File: config.mk
export PLATFORM = sky130hd
export DESIGN_NAME = mul_seq_nbit
export DESIGN_NICKNAME = d
export VERILOG_FILES = /design/src/rtl/mul_seq_nbit.sv
export SDC_FILE = /design/constraint.sdc
export NUM_CORES = 1
export LEC_CHECK = 0
export ABC_AREA = 0
export BUFFER_PORTS_ARGS = -buffer_cell sky130_fd_sc_hd__buf_4
export CAP_MARGIN = 25
export CORE_UTILIZATION = 40
export DETAILED_ROUTE_END_ITERATION = 12
export GPL_ROUTABILITY_DRIVEN = 0
export GPL_TIMING_DRIVEN = 1
export PLACE_DENSITY_LB_ADDON = 0.1
export SETUP_SLACK_MARGIN = 0.1
export SLEW_MARGIN = 5
export SYNTH_ARGS = -nofsm -noshare
export SYNTH_HDL_FRONTEND = slang
export SYNTH_SLANG_ARGS = --single-unit
File: constraint.sdc
create_clock -name clk_i -period 15.7 [get_ports clk_i]
set_input_delay 1.57 -clock clk_i [delete_from_list [all_inputs] [get_ports clk_i]]
set_output_delay 1.57 -clock clk_i [all_outputs]
set_load 0.05 [all_outputs]
File: src/rtl/mul_seq_nbit.sv
// mul_seq_nbit: sequential radix-2 shift-add multiplier with per-operand signed/unsigned select.
// Latency: start sampled at edge k, done pulses for one cycle after edge k+N+1 (N+1 cycles).
// Backpressure: none; start is only honoured in IDLE, and starts while busy are dropped.
//
// Ports:
//   clk_i               rising-edge clock
//   rst_i               asynchronous active-high reset
//   start_i             request, sampled only in IDLE together with the operands
//   sgn0_i / sgn1_i     1 = corresponding operand is two's complement, 0 = unsigned
//   src0_i / src1_i     multiplicand / multiplier (N bits)
//   busy_o              high while an operation is in RUN or FIX
//   done_o              one-cycle pulse, product valid on dst_*
//   dst_hi_o / dst_lo_o product bits [2N-1:N] / [N-1:0], held until the next result
module mul_seq_nbit #(
    parameter int N = 32,
    parameter int M = 5
) (
    input  logic         clk_i,
    input  logic         rst_i,
    input  logic         start_i,
    input  logic         sgn0_i,
    input  logic         sgn1_i,
    input  logic [N-1:0] src0_i,
    input  logic [N-1:0] src1_i,
    output logic         busy_o,
    output logic         done_o,
    output logic [N-1:0] dst_hi_o,
    output logic [N-1:0] dst_lo_o
);

    typedef enum logic [1:0] {
        S_IDLE = 2'd0,
        S_RUN  = 2'd1,
        S_FIX  = 2'd2
    } state_t;

    state_t         state_q, state_d;
    logic [M-1:0]   cnt_q, cnt_d;
    logic [N-1:0]   mcand_q, mcand_d;
    logic [N-1:0]   mplier_q, mplier_d;
    logic [N:0]     acc_q, acc_d;      // upper N+1 bits of the 2N+1-bit accumulator
    logic           neg_q, neg_d;
    logic           done_q, done_d;
    logic [N-1:0]   dst_hi_q, dst_hi_d;
    logic [N-1:0]   dst_lo_q, dst_lo_d;

    logic [N-1:0]   mag0, mag1;
    logic           neg0, neg1;
    logic [N:0]     sum;
    logic [2*N-1:0] prod, res;
    logic           last_iter;

    // Operand magnitudes. -2^(N-1) negates to 2^(N-1), which still fits in
    // N unsigned bits, so no extra width is needed here.
    assign neg0 = sgn0_i & src0_i[N-1];
    assign neg1 = sgn1_i & src1_i[N-1];
    assign mag0 = neg0 ? -src0_i : src0_i;
    assign mag1 = neg1 ? -src1_i : src1_i;

    // acc_q[N] is always zero after a shift, so this addition cannot overflow
    // N+1 bits; the carry lands in sum[N] and is shifted back down.
    assign sum  = acc_q + {1'b0, (mplier_q[0] ? mcand_q : '0)};

    // After N iterations the unsigned product sits in {acc[N-1:0], mplier}.
    assign prod = {acc_q[N-1:0], mplier_q};
    assign res  = neg_q ? -prod : prod;

    assign last_iter = (cnt_q == M'(N - 1));

    // ---------------------------------------------------------------- state register
    always_ff @(posedge clk_i or posedge rst_i) begin
        if (rst_i) begin
            state_q <= S_IDLE;
        end else begin
            state_q <= state_d;
        end
    end

    // ---------------------------------------------------------------- next-state logic
    always_comb begin
        state_d = state_q;
        case (state_q)
            S_IDLE:  if (start_i)   state_d = S_RUN;
            S_RUN:   if (last_iter) state_d = S_FIX;
            S_FIX:                  state_d = S_IDLE;
            default:                state_d = S_IDLE;
        endcase
    end

    // ---------------------------------------------------------------- outputs
    always_comb begin
        busy_o   = (state_q != S_IDLE);
        done_o   = done_q;
        dst_hi_o = dst_hi_q;
        dst_lo_o = dst_lo_q;
    end

    // ---------------------------------------------------------------- datapath next-state
    always_comb begin
        cnt_d    = cnt_q;
        mcand_d  = mcand_q;
        mplier_d = mplier_q;
        acc_d    = acc_q;
        neg_d    = neg_q;
        dst_hi_d = dst_hi_q;
        dst_lo_d = dst_lo_q;
        done_d   = 1'b0;
        case (state_q)
            S_IDLE: begin
                if (start_i) begin
                    mcand_d  = mag0;
                    mplier_d = mag1;
                    neg_d    = neg0 ^ neg1;
                    acc_d    = '0;
                    cnt_d    = '0;
                end
            end
            S_RUN: begin
                // Conditional add then shift {acc, mplier} right by one; the
                // bit leaving acc enters the top of the multiplier register.
                acc_d    = {1'b0, sum[N:1]};
                mplier_d = {sum[0], mplier_q[N-1:1]};
                cnt_d    = cnt_q + M'(1);
            end
            S_FIX: begin
                dst_hi_d = res[2*N-1:N];
                dst_lo_d = res[N-1:0];
                done_d   = 1'b1;
            end
            default: begin
                done_d = 1'b0;
            end
        endcase
    end

    // ---------------------------------------------------------------- datapath registers
    always_ff @(posedge clk_i or posedge rst_i) begin
        if (rst_i) begin
            cnt_q    <= '0;
            mcand_q  <= '0;
            mplier_q <= '0;
            acc_q    <= '0;
            neg_q    <= 1'b0;
            done_q   <= 1'b0;
            dst_hi_q <= '0;
            dst_lo_q <= '0;
        end else begin
            cnt_q    <= cnt_d;
            mcand_q  <= mcand_d;
            mplier_q <= mplier_d;
            acc_q    <= acc_d;
            neg_q    <= neg_d;
            done_q   <= done_d;
            dst_hi_q <= dst_hi_d;
            dst_lo_q <= dst_lo_d;
        end
    end

endmodule

==> flow_metrics.env <==
export IMPL_num_vias=9305
export IMPL_async_flop_share=1.000
export IMPL_grt_use_met2=0.2966
export IMPL_reg2reg_from="mplier_q[0]$_DFFE_PP0P_"
export IMPL_via_per_inst=5.432
export IMPL_violations="design-rule violations"
export IMPL_worst_r2r_setup_slack_ns=11.85
export IMPL_synth_edff_count=0
export IMPL_slew_viol_final=0
export IMPL_skew_ns=0.01538
export IMPL_fin_tns_setup_ns=0
export IMPL_grt_pass1_vias=8773
export IMPL_syn_inst=1267
export IMPL_reg2reg_depth=10
export IMPL_clock_root_buffer="clkbuf_16"
export IMPL_startpoint="mplier_q[0]$_DFFE_PP0P_"
export IMPL_clk_latency_ns=0.44
export IMPL_critPathCapture="acc_q[23]$_DFFE_PP0P_"
export IMPL_grtUsageTotal=0.2182
export IMPL_hpwl_um=22060
export IMPL_seq_area_frac_synth=0.3929
export IMPL_start_util=0.4107
export IMPL_criticalPathCategory="reg2reg"
export IMPL_core_mm2=0.02621
export IMPL_die_w_um=166.0
export IMPL_worstPathMaxFanout=34
export IMPL_startpoint_type="register"
export IMPL_fin_nets=1472
export IMPL_cts_htree_levels=4
export IMPL_holdCritPathClass="reg2reg"
export IMPL_fin_crit_ns=3.847
export IMPL_die_area_mm2=0.02757
export IMPL_syn2layout_area_growth_pct=17.66
export IMPL_cp_arrival_ns=4.15
export IMPL_drc=11
export IMPL_n_fill_cell=2608
export IMPL_port_buffers=134
export IMPL_grt_overflow_total=0
export IMPL_cts_setup_buffers=0
export IMPL_rsz0062_at_grt="no"
export IMPL_finalHoldViolCount=0
export IMPL_grt_busiest_layer="met1"
export IMPL_setup_viol=0
export IMPL_worstPathRequired_ns=16.00
export IMPL_met1_usage=0.3531
export IMPL_syn_avg_cell_area_um2=8.495
export IMPL_layout_commonest_cell="o21ai_0"
export IMPL_drtPass1Iterations=9
export IMPL_synth_seq_cells=169
export IMPL_io_pins=135
export IMPL_numCtsBuffers=17
export IMPL_diodes=0
export IMPL_syn_area_mm2=0.01076
export IMPL_grt_max_degree=100
export IMPL_status="complete, but fails checks"
export IMPL_tightest_slew_ns=0.9125
export IMPL_reg2reg_to="acc_q[23]$_DFFE_PP0P_"
export IMPL_synthFlopType="dfrtp_1"
export IMPL_cts_resized_gates=0
export IMPL_p_leak_nw=5.688
export IMPL_synth_distinct_cells=64
export IMPL_clock_sinks=169
export IMPL_ir_drop_uv=71.55
export IMPL_cts_tree="done"
export IMPL_chipHeight_um=166.0
export IMPL_drt_wl_total_um=29260
export IMPL_postSynthNetCount=1374
export IMPL_antenna_found_initial=0
export IMPL_cts_hold_buf=0
export IMPL_p_per_area_mw_per_mm2=176.1
export IMPL_fmax_mhz=259.9
export IMPL_max_cap_viol_count=0
export IMPL_clk_pin_slew_ns=0.07
export IMPL_initialDrtViolationCount=678
export IMPL_postRouteAntennaNets=0
export IMPL_yosys_warnings=0
export IMPL_cts_buffer_depth=2
export IMPL_critPathCaptureType="register"
export IMPL_max_slew_margin_rel=0.3902
export IMPL_post_route_period_util=0.2450
export IMPL_rows=59
export IMPL_layout_drive_gt1_share=0.1386
export IMPL_grt_pass1_wl_um=48330
export IMPL_use_met3=0.03098
export IMPL_fin_hold_ws_ns=0.4750
export IMPL_layout_common_cells="o21ai_0, nand2_1, dfrtp_1, buf_4, xor2_1"
export IMPL_routedWlPerCell_um=17.08
routing by layer:
layer | share of wire | wire length (µm)
met1 | 0.54 | 15670
met2 | 0.40 | 11710
met3 | 0.052 | 1524
met4 | 0.012 | 347
met5 | 0 | 0
layout make-up:
type	instances	area, µm²	area share
Tap cell	335	419.2	0.03310
Sequential cell	169	4229	0.3340
Inverter	26	102.6	0.008102
Clock buffer	18	439.2	0.03468
Clock inverter	14	180.2	0.01423
Multi-Input combinational cell	1010	6235	0.4923
Timing Repair Buffer	141	1059	0.08359
flip-flops by register name, summed over array words and instances, names as in the netlist, 2 cells and up:
register / cells
acc_q: 32
mcand_q: 32
cnt_q: 5
dst_lo_o: 32
state_q: 2
dst_hi_o: 32
mplier_q: 32
power breakdown:
group,internal [mW],switching [mW]
clock network,0.247,0.204
logic,0.406,0.576
registers,0.574,0.223
total,1.23,1.00
cells in the mapped netlist, types with 8 or more instances:
master	n	share of area
a21o_1	14	0.0098
a21oi_1	67	0.031
a22oi_1	27	0.019
a31oi_1	13	0.0076
and2_1	34	0.020
and3_1	8	0.0047
clkbuf_1	58	0.020
dfrtp_1	169	0.39
ha_1	37	0.043
inv_1	24	0.0084
nand2_1	190	0.066
nand2b_1	8	0.0047
nand3_1	22	0.010
nand4_1	12	0.0070
nor2_1	68	0.024
nor2b_1	9	0.0052
nor3_1	27	0.013
nor4_1	14	0.0081
o21ai_0	194	0.090
o31ai_1	21	0.015
o41ai_1	10	0.0081
or3_1	11	0.0064
or4_1	10	0.0070
xnor2_1	55	0.045
xor2_1	89	0.072
cell families after synthesis:
group	after synthesis	synth area share
xor+xnor	144	0.1172
buf+inv	88	0.03069
flops	169	0.3929
mux	2	0.001860
fa+ha+maj	38	0.04487
simple gates	435	0.1960
compound gates	391	0.2165
worst max-delay path, stage by stage (launching register included):
cell	delay, ns
dfrtp_1	0.84
and2_1	0.23
ha_1	0.27
a21o_1	0.20
a21oi_1	0.19
a21oi_1	0.12
o41ai_1	0.78
o21bai_1	0.27
a41oi_1	0.51
xor2_1	0.21
o21ai_0	0.09
worst min-delay path by stage:
stage	to	depth (start not counted)	slack, ns	start
2_1_floorplan	mcand_q[31]$_DFFE_PP0P_	2	0.44	mcand_q[31]$_DFFE_PP0P_
5_1_grt	mcand_q[12]$_DFFE_PP0P_	2	0.50	mcand_q[12]$_DFFE_PP0P_
6_report	mcand_q[8]$_DFFE_PP0P_	2	0.48	mcand_q[8]$_DFFE_PP0P_
3_3_place_gp	mcand_q[5]$_DFFE_PP0P_	2	0.46	mcand_q[5]$_DFFE_PP0P_
3_5_place_dp	mcand_q[16]$_DFFE_PP0P_	2	0.47	mcand_q[16]$_DFFE_PP0P_
4_1_cts	mcand_q[16]$_DFFE_PP0P_	2	0.48	mcand_q[16]$_DFFE_PP0P_
stage by stage:
step,util,cells,instance area (µm²),total power [mW],worst slack (ns)
after global placement,0.4596,1681,12040,1.763,11.64
final,0.4832,1713,12660,2.230,11.85
after global routing,0.4832,1713,12660,2.406,11.43
after detailed placement,0.4596,1681,12040,1.776,11.59
after floorplan,-,1267,10760,1.469,9.555
after CTS,0.4832,1713,12660,2.229,11.88
Power figures use the tool's default switching activity.
